**config.mk**
```make
export PLATFORM = sky130hd
export DESIGN_NAME = alu_arbiter
export DESIGN_NICKNAME = d
export VERILOG_FILES = /design/src/rtl/alu_arbiter.sv
export SDC_FILE = /design/constraint.sdc
export NUM_CORES = 1
export LEC_CHECK = 0
export CORE_MARGIN = 2
export CORE_UTILIZATION = 40
export DETAILED_ROUTE_END_ITERATION = 6
export GPL_TIMING_DRIVEN = 0
export PLACE_DENSITY = 0.92
export SETUP_SLACK_MARGIN = 0.2
export SLEW_MARGIN = 30
export SYNTH_ARGS = -nofsm -noshare
export SYNTH_HDL_FRONTEND = slang
export SYNTH_SLANG_ARGS = --single-unit
```
**constraint.sdc**
```tcl
create_clock -name clk -period 3.9 [get_ports clk]
set_input_delay 0.78 -clock clk [delete_from_list [all_inputs] [get_ports clk]]
set_output_delay 0.78 -clock clk [all_outputs]
set_load 0.05 [all_outputs]
```
**src/rtl/alu_arbiter.sv**
```systemverilog
`default_nettype none
// ============================================================================
// Module   : alu_arbiter
// Brief    : Shares one combinational ALU between two requesters. Accepts one
//            operation at a time (round-robin on contention), drives the ALU
//            from latched operands, captures result/zero into a response
//            register and returns it to the issuing requester.
// Revision : 1.0 - initial release
// ============================================================================
module alu_arbiter #(
  parameter int DATA_WIDTH = 32
) (
  input  logic                  clk,
  input  logic                  rst,
  // requester 0
  input  logic                  req0_valid,
  input  logic [DATA_WIDTH-1:0] req0_op1,
  input  logic [DATA_WIDTH-1:0] req0_op2,
  input  logic [2:0]            req0_ctrl,
  output logic                  req0_ready,
  // requester 1
  input  logic                  req1_valid,
  input  logic [DATA_WIDTH-1:0] req1_op1,
  input  logic [DATA_WIDTH-1:0] req1_op2,
  input  logic [2:0]            req1_ctrl,
  output logic                  req1_ready,
  // responses
  output logic                  rsp0_valid,
  output logic                  rsp1_valid,
  output logic [DATA_WIDTH-1:0] rsp_result,
  output logic                  rsp_zero,
  input  logic                  rsp0_ready,
  input  logic                  rsp1_ready,
  // shared ALU
  output logic [DATA_WIDTH-1:0] alu_op1,
  output logic [DATA_WIDTH-1:0] alu_op2,
  output logic [2:0]            alu_ctrl,
  input  logic [DATA_WIDTH-1:0] alu_result,
  input  logic                  alu_zero,
  output logic                  busy
);

  typedef enum logic [1:0] {
    S_IDLE = 2'd0,
    S_EXEC = 2'd1,
    S_RESP = 2'd2
  } state_t;

  state_t                r_state;
  logic                  r_last_grant;  // id of the most recently granted requester
  logic                  r_gid;         // id of the requester owning the current op
  logic [DATA_WIDTH-1:0] r_op1;
  logic [DATA_WIDTH-1:0] r_op2;
  logic [2:0]            r_ctrl;

  logic w_idle;
  logic w_any_valid;
  logic w_gid;
  logic w_rsp_done;

  // Grant selection: a lone requester wins; on contention the requester that
  // was not granted last time wins, giving strict alternation.
  always_comb begin
    w_idle      = (r_state == S_IDLE);
    w_any_valid = req0_valid | req1_valid;
    if (req0_valid && req1_valid) begin
      w_gid = ~r_last_grant;
    end else begin
      w_gid = req1_valid;
    end
  end

  assign req0_ready = w_idle & w_any_valid & ~w_gid;
  assign req1_ready = w_idle & w_any_valid &  w_gid;

  // Response channel belongs to whoever issued the op; the other ready is ignored.
  assign rsp0_valid = (r_state == S_RESP) & ~r_gid;
  assign rsp1_valid = (r_state == S_RESP) &  r_gid;
  assign w_rsp_done = (rsp0_valid & rsp0_ready) | (rsp1_valid & rsp1_ready);

  // ALU is always driven from the latched registers so its inputs only move
  // when a new operation is accepted.
  assign alu_op1  = r_op1;
  assign alu_op2  = r_op2;
  assign alu_ctrl = r_ctrl;
  assign busy     = (r_state != S_IDLE);

  // Control FSM plus operand latch and response register.
  always_ff @(posedge clk) begin
    if (rst) begin
      r_state      <= S_IDLE;
      r_last_grant <= 1'b1;
      r_gid        <= 1'b0;
      r_op1        <= '0;
      r_op2        <= '0;
      r_ctrl       <= 3'd0;
      rsp_result   <= '0;
      rsp_zero     <= 1'b0;
    end else begin
      case (r_state)
        S_IDLE: begin
          if (w_any_valid) begin
            r_op1        <= w_gid ? req1_op1  : req0_op1;
            r_op2        <= w_gid ? req1_op2  : req0_op2;
            r_ctrl       <= w_gid ? req1_ctrl : req0_ctrl;
            r_gid        <= w_gid;
            r_last_grant <= w_gid;
            r_state      <= S_EXEC;
          end
        end
        S_EXEC: begin
          rsp_result <= alu_result;
          rsp_zero   <= alu_zero;
          r_state    <= S_RESP;
        end
        S_RESP: begin
          if (w_rsp_done) begin
            r_state <= S_IDLE;
          end
        end
        default: r_state <= S_IDLE;
      endcase
    end
  end

endmodule
`default_nettype wire
```
# After elaboration in Yosys (flattened, before gate mapping)
# Index checks and enable logic that the tools add are counted.
[word_totals]
mem_bits_rw = 0
regBits = 104
memories = 0
latch_bits = 0
out_inout_bits = 105
input_bits = 173
romBits = 0
wordCells = 36
[op_classes]
n_eq_ne = 4
addsub = 0
bitwise = 12
div = 0
shift = 0
reduce_logical = 5
order_cmp = 0
muxes = 7
mul = 0
[ops]
columns = ["op", "count"]
rows = [
  ["two-way mux 32 bit", 2],
  ["bitwise AND 1 bit", 7],
  ["case mux 2 bit (3 select lines)", 1],
  ["two-way mux 2 bit", 2],
  ["AND reduction 2 bit", 2],
  ["two-way mux 3 bit", 1],
  ["inverter 1 bit", 3],
  ["== test 2 x 1 -> 1 bit, second input constant", 1],
  ["== test 2 bit, second input constant", 1],
  ["zero test 2 bit", 1],
  ["inequality test 2 x 1 -> 1 bit, second input constant", 1],
  ["inequality test 2 bit, second input constant", 1],
  ["bitwise OR 1 bit", 2],
  ["nonzero test 2 bit", 1],
  ["logical AND 1 bit", 1],
  ["two-way mux 1 bit", 1],
]

# Depth between registers and ports, before layout
[depth]
word_depth = 6
mapped_depth = 6
depth_no_buf = 4

# Worst setup path before layout
# Ideal clock, no wire load.
[synth_timing]
path_type = "input -> output"
startpoint = "in req1_valid"
endpoint = "out req1_ready"
path_buffers = 2
t_arrival_ns = 1.713
path_stages = 5
path_slack_ns = 1.407
required_ns = 3.120
cell_sequence = "a21boi_2 -> buf_6 -> buf_2 -> nand2_1 -> inv_1"
[synth_between]
elab_chain_len = 3
word_cells_on_any_way = 5
cone_classes = "mux (1); bitwise (3); reduce/logical (1)"
[synth_rtl]
columns = ["item", "line", "text"]
rows = [
  ["start, declared", "22", "input logic req1_valid,"],
  ["bitwise OR 1 bit / logical AND 1 bit (equally long branches)", "65, 66", ""],
  ["bitwise AND 1 bit / two-way mux 1 bit (equally long branches)", "74, 66", ""],
  ["bitwise AND 1 bit (*)", "74", "assign req1_ready = w_idle & w_any_valid & w_gid;"],
  ["end, declared", "26", "output logic req1_ready,"],
]
# Every way passes the cells marked *; elsewhere a longest branch is shown, timed or not.

# Final worst setup path
[layout_timing]
startpoint = "in req0_valid"
endpoint = "out req1_ready"
[layout_between]
elab_chain_len = 3
word_cells_on_any_way = 5
cone_classes = "mux (1); bitwise (3); reduce/logical (1)"
[layout_rtl]
columns = ["item", "line", "text"]
rows = [
  ["start, declared", "16", "input logic req0_valid,"],
  ["bitwise OR 1 bit / logical AND 1 bit (equally long branches)", "65, 66", ""],
  ["bitwise AND 1 bit / two-way mux 1 bit (equally long branches)", "74, 66", ""],
  ["bitwise AND 1 bit (*)", "74", ""],
]
# Marked as above.

==> metrics.txt <==
status finished clean; Tmin final 3.60 ns; max-cap violations 0; router iterations before antenna repair 5; # DRC 0; Clock Latency Late Sink 0.37 ns; number of global-route vias before repair 5372; Setup-failing EPs final 0; slowest stage delay, CP 0.55 ns; total power 0.00303 W; Fin Setup TNS 0 ns; Die X 109 um; Syn Std Cell Area 4380 um^2; detailed placement HPWL 13.3 mm; Compound-Gate Fraction of Synth Area 0.217; Synth Instances 555; worst-path fanout max 10; Unique masters post-synth 25; Starting Density 0.407; Routed WL per cell 17.9 um; Area Growth Syn to Fin 71.9%; Post-CTS Hold Fix Bufs 0; Worst-Margin Slew 0.605 ns; Setup crit end kind output port; Post-Place Setup Slack 0.0263 ns; CTS buffer count 9; DRT antenna net count 0; Nets 1015; Metal-1 WL 6.59 mm; Ant. Diodes 0; Post-Synth Adder-Cell Area 0; Startpoint Class input port; IO buf count 276; Clock Sinks 104; metal2 WL 8.57 mm; GP Congestion 0.944; Max IR drop VDD 0.232 mV; CTS resizes 1; RSZ-0062 raised after global routing false; global-route usage over all layers 0.294; leakage 2.63 nW; WL met3 1.74 mm; # Post-CTS Setup Buffers 0; Rows 38; worst clock skew 0.0205 ns; syn_nets 728; clock buffer depth 2; average size of a mapped cell 7.89 um^2; CP max-delay cell dlygate4sd2_1; post-synthesis mux area share 0.00229; Pins Over Slew Limit 0; via count 5473; register area share after synthesis 0.476; flops & latches, synth 104; DR iter-0 viols 266; xor/xnor share of the synthesized area 0; simple-gate share of the synthesized area 0.232; Final Cycle Share 0.922; final worst slack 0.304 ns; vias per cell 5.55; crit path DAT 2.82 ns; Worst-path clk slew 0.12 ns; largest net degree at the start of global routing 20; CTS tree done; die area 11800 um^2; core area 10700 um^2; total gr overflow 0; critical path class in2out; Max Freq 278 MHz; I/O Pins 278; initial antenna violation count 0; Power Density 403 nW/um^2; HP Class reg2reg; crit-path cells clkdlybuf4s50_1 -> a21boi_2 -> buf_6 -> buf_2 -> nand2_1 -> inv_1 -> dlygate4sd2_1; ratio of cells with drive above 1 in the final layout 0.0685; # fillers 880; first-pass GRT wire length 26.9 mm; main combinational cell family by area after synthesis simple AND/OR/NAND/NOR gates; Yosys warnings 0; Die Y 109 um; H-Tree Depth 3; final wirelength 17.7 mm; Req. time, crit path 3.12 ns; final hold vios 0; Top Metal Used met4; root buffer cell clkbuf_8; Worst slew margin 0.597
[kinds of logic after synthesis]
| family | count (synthesis) |
|---|---|
| compound gates | 172 |
| simple gates | 213 |
| mux | 1 |
| buf+inv | 65 |
| flops | 104 |
[per-stage QoR]
step	area (um^2)	std cells	utilization	hold WS [ns]
floorplan	4380	555	-	0.490
global placement	7310	971	0.681	0.441
detailed placement	7310	971	0.681	0.446
CTS	7520	987	0.700	0.460
global route	7520	987	0.700	0.478
finish	7520	987	0.700	0.461
[report_power, final]
group	internal (W)	switching, W	total (W)
sequential	0.00116	0.0000516	0.00121
combinational	0.000429	0.000667	0.00110
clock	0.000311	0.000415	0.000726
[synth_stat cells (all sizes together)]
library cell,n,area (um^2)
mux2i,1,10.0
nand2b,2,12.5
o21ai,69,345
nor3b,2,20.0
and3b,1,8.76
nand2,67,251
nor2b,1,6.26
clkbuf,20,75.1
a21oi,35,175
a21boi,1,11.3
and3,1,6.26
nor3,1,5.00
nand3b,2,15.0
dfxtp,104,2080
a31oi,67,419
nand3,134,671
inv,2,7.50
nor2,2,17.5
buf,43,238
[area by class of cell]
cell class	count	area, um^2	share of cell area
well taps	140	175	0.0233
flip-flops and latches	104	2080	0.277
inverters	2	7.51	0.000998
clock buffers	9	124	0.0165
clock inverters	7	87.6	0.0116
repair buffers	276	2760	0.367
plain buffers	63	313	0.0416
multi-input cells	386	1970	0.262
[critical path, delay by kind of cell]
kind            cells  cell delay [ns]
buf+inv             5             1.54
compound gates      1             0.35
simple gates        1             0.13
[cell usage in the layout (no fill, tap or decap)]
cell type,n
clkbuf_1,20
nor2_2,1
nor3_1,1
a31oi_1,67
nor2b_1,1
buf_6,4
inv_1,1
o21ai_1,69
a21oi_1,35
and3b_1,1
and3_1,1
nand2b_1,2
dfxtp_1,104
clkinv_4,4
buf_1,6
nand3_1,134
a21boi_2,1
clkbuf_8,9
mux2i_1,1
clkdlybuf4s50_1,275
dlygate4sd2_1,1
inv_2,1
nand2_1,67
nand3b_1,2
bufinv_16,1
buf_4,2
buf_2,31
inv_8,2
nor2_4,1
nor3b_2,1
nor3b_1,1
[state kept, by name, summed over array words and instances, names as in the netlist]
name          flops
r_state           2
alu_op2          32
r_last_grant      1
rsp_zero          1
alu_ctrl          3
rsp_result       32
alu_op1          32
r_gid             1
[worst paths after layout]
kind / start / cells after the start / slack [ns] / end
worst max-delay path: req0_valid / 7 / 0.30 / req1_ready
worst min-delay path: rsp_result[25]$_SDFFE_PP0N_ / 2 / 0.46 / rsp_result[25]$_SDFFE_PP0N_
worst max register to register: r_state[1]$_SDFFE_PP0P_ / 5 / 2.31 / alu_op1[11]$_SDFFE_PP0P_
worst min register to register: rsp_result[25]$_SDFFE_PP0N_ / 2 / 0.46 / rsp_result[25]$_SDFFE_PP0N_
[metal layers]
layer	up-vias	track usage
li1	2576	-
met1	2529	0.319
met2	312	0.514
met3	56	0.0856
met4	0	0.156
met5	-	0
No activity file was read; power rests on OpenSTA's default activity.
